`src/rtl/mips_datapath_memory_arbiter_if.sv`:
```
// Core, host and data-RAM signal bundle for the MIPS data-memory arbiter.
// The arbiter uses the slave modport; the requesters and RAM model use master.
interface mips_datapath_memory_arbiter_if #(
  parameter int unsigned ADDR_W = 9,
  parameter int unsigned DATA_W = 32
);
  logic              core_req;
  logic              core_we;
  logic [ADDR_W-1:0] core_addr;
  logic [DATA_W-1:0] core_wdata;
  logic              core_stall;
  logic [DATA_W-1:0] core_rdata;

  logic              host_req;
  logic              host_we;
  logic [ADDR_W-1:0] host_addr;
  logic [DATA_W-1:0] host_wdata;
  logic              host_ack;
  logic [DATA_W-1:0] host_rdata;

  logic [ADDR_W-1:0] ram_addr;
  logic [DATA_W-1:0] ram_data;
  logic              ram_we;
  logic [DATA_W-1:0] ram_out;

  modport slave (
    input  core_req, core_we, core_addr, core_wdata,
    input  host_req, host_we, host_addr, host_wdata,
    input  ram_out,
    output core_stall, core_rdata, host_ack, host_rdata,
    output ram_addr, ram_data, ram_we
  );

  modport master (
    output core_req, core_we, core_addr, core_wdata,
    output host_req, host_we, host_addr, host_wdata,
    output ram_out,
    input  core_stall, core_rdata, host_ack, host_rdata,
    input  ram_addr, ram_data, ram_we
  );
endinterface

```
`src/rtl/mips_datapath_memory_arbiter.sv`:
```
// Round-robin data-RAM arbiter between the MIPS core and a host loader/debug port.
// Define MIPS_DATAPATH_MEMORY_ARBITER_HOST_EN to enable the host port; otherwise the core owns the RAM.
module mips_datapath_memory_arbiter #(
  parameter int unsigned ADDR_W = 9,
  parameter int unsigned DATA_W = 32
) (
  input logic                           clock,
  input logic                           reset,
  mips_datapath_memory_arbiter_if.slave bus
);
  typedef enum logic [1:0] {
    IDLE   = 2'd0,
    ACCESS = 2'd1,
    RESP   = 2'd2
  } state_e;

  localparam logic CORE = 1'b0;
`ifdef MIPS_DATAPATH_MEMORY_ARBITER_HOST_EN
  localparam logic HOST = 1'b1;
`endif

  state_e            state_q, state_d;
  logic              owner_q, owner_d;
  logic              we_q;
  logic              ram_we_q;
  logic [ADDR_W-1:0] addr_q;
  logic [DATA_W-1:0] wdata_q;
  logic [DATA_W-1:0] core_rdata_q;

  logic              resp_core;
  logic              core_pend;
  logic              host_pend;
  logic              grant;
  logic              win;
  logic              sel_we;
  logic [ADDR_W-1:0] sel_addr;
  logic [DATA_W-1:0] sel_wdata;

`ifdef MIPS_DATAPATH_MEMORY_ARBITER_HOST_EN
  logic              last_q;
  logic              resp_host;
  logic [DATA_W-1:0] host_rdata_q;
`endif

  // Arbitration: the owner completing in RESP has its request consumed this cycle.
  always_comb begin
    resp_core = (state_q == RESP) && (owner_q == CORE);
    core_pend = bus.core_req && !resp_core;
`ifdef MIPS_DATAPATH_MEMORY_ARBITER_HOST_EN
    resp_host = (state_q == RESP) && (owner_q == HOST);
    host_pend = bus.host_req && !resp_host;
    if (core_pend && host_pend) begin
      win = (last_q == CORE) ? HOST : CORE;
    end else begin
      win = host_pend ? HOST : CORE;
    end
    sel_we    = (win == HOST) ? bus.host_we    : bus.core_we;
    sel_addr  = (win == HOST) ? bus.host_addr  : bus.core_addr;
    sel_wdata = (win == HOST) ? bus.host_wdata : bus.core_wdata;
`else
    host_pend = 1'b0;
    win       = CORE;
    sel_we    = bus.core_we;
    sel_addr  = bus.core_addr;
    sel_wdata = bus.core_wdata;
`endif
    grant = (state_q != ACCESS) && (core_pend || host_pend);
  end

  always_ff @(posedge clock or posedge reset) begin
    if (reset) begin
      state_q <= IDLE;
      owner_q <= CORE;
    end else begin
      state_q <= state_d;
      owner_q <= owner_d;
    end
  end

  always_comb begin
    state_d = state_q;
    owner_d = owner_q;
    case (state_q)
      IDLE, RESP: begin
        if (grant) begin
          state_d = ACCESS;
          owner_d = win;
        end else begin
          state_d = IDLE;
        end
      end
      ACCESS:  state_d = RESP;
      default: state_d = IDLE;
    endcase
  end

  // Request latch doubles as the RAM drive; ram_we is high only for the ACCESS cycle of a store.
  always_ff @(posedge clock or posedge reset) begin
    if (reset) begin
      we_q         <= 1'b0;
      ram_we_q     <= 1'b0;
      addr_q       <= '0;
      wdata_q      <= '0;
      core_rdata_q <= '0;
`ifdef MIPS_DATAPATH_MEMORY_ARBITER_HOST_EN
      last_q       <= HOST;
      host_rdata_q <= '0;
`endif
    end else begin
      ram_we_q <= 1'b0;
      if (grant) begin
        we_q     <= sel_we;
        addr_q   <= sel_addr;
        wdata_q  <= sel_wdata;
        ram_we_q <= sel_we;
      end
      if (resp_core && !we_q) begin
        core_rdata_q <= bus.ram_out;
      end
`ifdef MIPS_DATAPATH_MEMORY_ARBITER_HOST_EN
      if (state_q == RESP) begin
        last_q <= owner_q;
      end
      if (resp_host && !we_q) begin
        host_rdata_q <= bus.ram_out;
      end
`endif
    end
  end

  // Load data is forwarded straight from the RAM during RESP, then held in the owner's register.
  always_comb begin
    bus.core_stall = bus.core_req && !resp_core;
    bus.core_rdata = (resp_core && !we_q) ? bus.ram_out : core_rdata_q;
    bus.ram_addr   = addr_q;
    bus.ram_data   = wdata_q;
    bus.ram_we     = ram_we_q;
`ifdef MIPS_DATAPATH_MEMORY_ARBITER_HOST_EN
    bus.host_ack   = resp_host;
    bus.host_rdata = (resp_host && !we_q) ? bus.ram_out : host_rdata_q;
`else
    bus.host_ack   = 1'b0;
    bus.host_rdata = '0;
`endif
  end

endmodule

```
`src/flat_wrapper.sv`:
```
// flat-port wrapper written by rule: the top's interface ports become plain ports
module mips_datapath_memory_arbiter_flat 
#(
  parameter int unsigned ADDR_W = 9,
  parameter int unsigned DATA_W = 32
)
  (clock, reset, bus_core_req, bus_core_we, bus_core_addr, bus_core_wdata, bus_host_req, bus_host_we, bus_host_addr, bus_host_wdata, bus_ram_out, bus_core_stall, bus_core_rdata, bus_host_ack, bus_host_rdata, bus_ram_addr, bus_ram_data, bus_ram_we);
  mips_datapath_memory_arbiter_if #(.ADDR_W(ADDR_W), .DATA_W(DATA_W)) bus_i ();
  input logic clock;
  input logic reset;
  input wire logic [$bits(bus_i.core_req)-1:0] bus_core_req;
  input wire logic [$bits(bus_i.core_we)-1:0] bus_core_we;
  input wire logic [$bits(bus_i.core_addr)-1:0] bus_core_addr;
  input wire logic [$bits(bus_i.core_wdata)-1:0] bus_core_wdata;
  input wire logic [$bits(bus_i.host_req)-1:0] bus_host_req;
  input wire logic [$bits(bus_i.host_we)-1:0] bus_host_we;
  input wire logic [$bits(bus_i.host_addr)-1:0] bus_host_addr;
  input wire logic [$bits(bus_i.host_wdata)-1:0] bus_host_wdata;
  input wire logic [$bits(bus_i.ram_out)-1:0] bus_ram_out;
  output wire logic [$bits(bus_i.core_stall)-1:0] bus_core_stall;
  output wire logic [$bits(bus_i.core_rdata)-1:0] bus_core_rdata;
  output wire logic [$bits(bus_i.host_ack)-1:0] bus_host_ack;
  output wire logic [$bits(bus_i.host_rdata)-1:0] bus_host_rdata;
  output wire logic [$bits(bus_i.ram_addr)-1:0] bus_ram_addr;
  output wire logic [$bits(bus_i.ram_data)-1:0] bus_ram_data;
  output wire logic [$bits(bus_i.ram_we)-1:0] bus_ram_we;
  assign bus_i.core_req = bus_core_req;
  assign bus_i.core_we = bus_core_we;
  assign bus_i.core_addr = bus_core_addr;
  assign bus_i.core_wdata = bus_core_wdata;
  assign bus_i.host_req = bus_host_req;
  assign bus_i.host_we = bus_host_we;
  assign bus_i.host_addr = bus_host_addr;
  assign bus_i.host_wdata = bus_host_wdata;
  assign bus_i.ram_out = bus_ram_out;
  assign bus_core_stall = bus_i.core_stall;
  assign bus_core_rdata = bus_i.core_rdata;
  assign bus_host_ack = bus_i.host_ack;
  assign bus_host_rdata = bus_i.host_rdata;
  assign bus_ram_addr = bus_i.ram_addr;
  assign bus_ram_data = bus_i.ram_data;
  assign bus_ram_we = bus_i.ram_we;
  mips_datapath_memory_arbiter #(.ADDR_W(ADDR_W), .DATA_W(DATA_W)) u_core (.clock(clock), .reset(reset), .bus(bus_i));
endmodule
```
`config.mk`:
```
export PLATFORM = sky130hd
export DESIGN_NAME = mips_datapath_memory_arbiter_flat
export DESIGN_NICKNAME = d
export VERILOG_FILES = /design/src/rtl/mips_datapath_memory_arbiter_if.sv /design/src/rtl/mips_datapath_memory_arbiter.sv /design/src/flat_wrapper.sv
export SDC_FILE = /design/constraint.sdc
export NUM_CORES = 1
export LEC_CHECK = 0
export ABC_AREA = 1
export ABC_CLOCK_PERIOD_IN_PS = 7200
export BUFFER_PORTS_ARGS = -buffer_cell sky130_fd_sc_hd__buf_2
export CAP_MARGIN = 20
export CORE_MARGIN = 3
export CORE_UTILIZATION = 45
export CTS_CLUSTER_SIZE = 12
export DETAILED_ROUTE_END_ITERATION = 10
export HOLD_SLACK_MARGIN = 0.03
export PLACE_DENSITY = 0.86
export REMOVE_ABC_BUFFERS = 1
export SYNTH_ARGS = -nofsm -noshare
export SYNTH_HDL_FRONTEND = slang
export SYNTH_SLANG_ARGS = --single-unit
```
`constraint.sdc`:
```
create_clock -name clock -period 7.2 [get_ports clock]
set_clock_uncertainty 0.15 [all_clocks]
set_input_delay 0.72 -clock clock [delete_from_list [all_inputs] [get_ports clock]]
set_output_delay 0.72 -clock clock [all_outputs]
set_load 0.005 [all_outputs]
```
==> flow_summary_export.csv <==
group,metric,value,unit
run_status,outcome,"complete, no violations",
cells_and_area,design_area,4250,µm²
cells_and_area,finalNetCount,629,
synthesis,synth.yosys.seq_area_share,56.7,%
power,p_int,0.00115,W
timing,setup_ws,4420,ps
global_routing,grtUsageTotal,17.5,%
clock_network,numCtsBuffers,9,
min_path,worstHoldPathType,"register to register",
routing,postRouteAntennaNets,0,
floorplan,core_area,7290,µm²
timing,setup_viol,0,
floorplan,start_util,46.6,%
worst_setup_path,crit_slowest_cell,"buf_4",
global_routing,grt_pass1_vias,2684,
power,p_seq_share,39.3,%
synthesis,ys_types,18,
placed_design,dp_hpwl,5.23,mm
placed_design,io_buffer_count,151,
clock_network,clkSinkCount,77,
worst_setup_path,cp-end-kind,"output pin",
global_routing,antenna_found_initial,0,
routing,drc,0,
cells_and_area,area.growth.synth_to_final,25.0,%
clock_network,clk_latency,330,ps
power,cellPowerDensity,436,nW/µm²
power,pwr-share-clk,19.4,%
cells_and_area,drive_gt1_share,34.0,%
placed_design,dpl_worst_slack,4470,ps
synthesis,avgSynthCellArea,9.16,µm²
floorplan,die_w,92.9,µm
flow_run,drv_cap,0,
timing,final_hold_viol_count,0,
clock_network,root_buffer,"clkbuf_8",
clock_network,cts_setup_buffers,0,
routing,drtIter0Drc,143,
timing,post-route-period-util,38.6,%
synthesis,ys_warn_count,0,
synthesis,ys_ff_latch,77,
worst_setup_path,worstPathRequired,6330,ps
clock_network,cts-htree-levels,3,
cells_and_area,final_cell_mix,"buf_2, nand2_1, dfrtp_1",
global_routing,grt_max_degree,78,
routing,drt_wl_total,7.85,mm
floorplan,io_pins,228,
clock_network,clkSlewWorstSetupHoldPaths,70,ps
cells_and_area,finish.utilization,58.3,%
timing,maxSlewHeadroom,37.7,%
clock_network,cts_tree,"built",
power,ir_drop,0.000197,V
worst_setup_path,crit_type,"register to output pin",
cells_and_area,final_common_cell,"buf_2",
power,p_switching,0.000697,W
worst_setup_path,slowest_delay,590,ps
placed_design,dpl_cell_area,4000,µm²
clock_network,clk_path_buf_depth,2,
worst_setup_path,critPathArrivalTime,1910,ps
synthesis,synth_area,3400,µm²
worst_setup_path,path_cells,"inv_2, nand2_4, buf_4, o21ai_0, nand2_1, buf_2",
power,p_leak,2.43,nW
timing,setup_tns,0,ps
routing,wl_per_cell,12.8,µm
timing,rsz0062_at_grt,"false",
floorplan,dieArea,8630,µm²
power,comb_power_share,41.3,%
worst_setup_path,crit_path_start_kind,"register",
timing,fmax,360,MHz
clock_network,cts_resized,0,
global_routing,grt_pass1_wl,12.0,mm
timing,worstMarginPinSlew,934,ps
global_routing,grt_overflow,0,
timing,fin_crit,2780,ps
routing,dr.pass1.iters,4,
floorplan,rows,31,
synthesis,syn_inst,371,
placed_design,gp_congestion,0.687,
routing,via_per_inst,4.75,
routing,vias,2919,
clock_network,hold_buffers,0,
power,p_sw_share,37.7,%
timing,slew_violations,0,
worst_setup_path,critPathMaxFanout,75,
floorplan,die_h,92.9,µm
-- cells by family after synthesis --
| family | count (synthesis) | share of synthesized area (%) |
|---|---|---|
| compound gates | 33 | 4.94 |
| simple gates | 195 | 25.4 |
| other cells | 1 | 0.110 |
| flops | 77 | 56.7 |
| buf+inv | 65 | 12.8 |
-- metal layers --
metal	part of all wire, %	track usage, %	vias to the layer above	wire (µm)
li1	-	-	1435	-
met4	0.76	5.98	0	60
met3	8.9	4.22	8	696
met1	41	20.9	1341	3190
met5	0	0	-	0
met2	50	30.7	135	3900
-- sequential cells by signal, indices dropped and copies added (netlist names) --
| signal | count |
|---|---|
| u_core.bus.ram_addr | 9 |
| u_core.bus.ram_data | 32 |
| u_core.bus.ram_we | 1 |
| u_core.core_rdata_q | 32 |
| u_core.state_q | 2 |
| u_core.we_q | 1 |
-- final timing paths --
path | start | end | slack (ps) | cells after the start
max | u_core.state_q[0]$_DFF_PP0_ | bus_core_rdata[1] | 4420 | 6
min | u_core.bus.ram_data[16]$_DFFE_PP0P_ | u_core.bus.ram_data[16]$_DFFE_PP0P_ | 320 | 2
max reg2reg | u_core.state_q[0]$_DFF_PP0_ | u_core.bus.ram_data[26]$_DFFE_PP0P_ | 4920 | 6
min reg2reg | u_core.bus.ram_data[16]$_DFFE_PP0P_ | u_core.bus.ram_data[16]$_DFFE_PP0P_ | 320 | 2
max in group asynchronous | reset | u_core.bus.ram_data[16]$_DFFE_PP0P_ | 5780 | 3
min in group asynchronous | reset | u_core.bus.ram_data[4]$_DFFE_PP0P_ | 520 | 3
-- cell type report --
type	instances	area (µm²)
diodes	1	2.50
clock buffers	13	159
clock inverters	3	67.6
fillers	664	3040
inverters	5	20.0
multi-input cells	261	1150
flip-flops and latches	77	1930
well taps	99	124
repair buffers	155	793
-- cells in the mapped netlist, drive strengths merged --
master	n	area share, %
a21boi	1	0.22
nand2	150	17
dfrtp	77	57
conb	1	0.11
clkbuf	6	0.66
o21ai	32	4.7
nand3	1	0.52
nor2	2	0.29
buf	54	12
nand4	42	7.7
inv	5	0.55
-- metrics by stage --
step	hold slack (ps)	total power (W)	instances
after floorplan	315	0.00112	343
after global placement	298	0.00147	596
after detailed placement	304	0.00150	596
after CTS	322	0.00187	612
after global routing	340	0.00200	613
final	316	0.00185	614
-- power by group through the flow --
stage	sequential [W]	combinational [W]	clock, W
2_1_floorplan	0.000749	0.000372	0
4_1_cts	0.000726	0.000772	0.000373
3_5_place_dp	0.000734	0.000769	0
5_1_grt	0.000750	0.000867	0.000387
6_report	0.000727	0.000764	0.000360
3_3_place_gp	0.000720	0.000746	0
-- worst max-delay path, delay by kind of cell, from the launching register on --
kind	cells	cell delay (ps)
compound gates	1	210
simple gates	2	180
buf+inv	3	780
flops	1	400
Note: power is estimated with default switching activity, not from simulation.
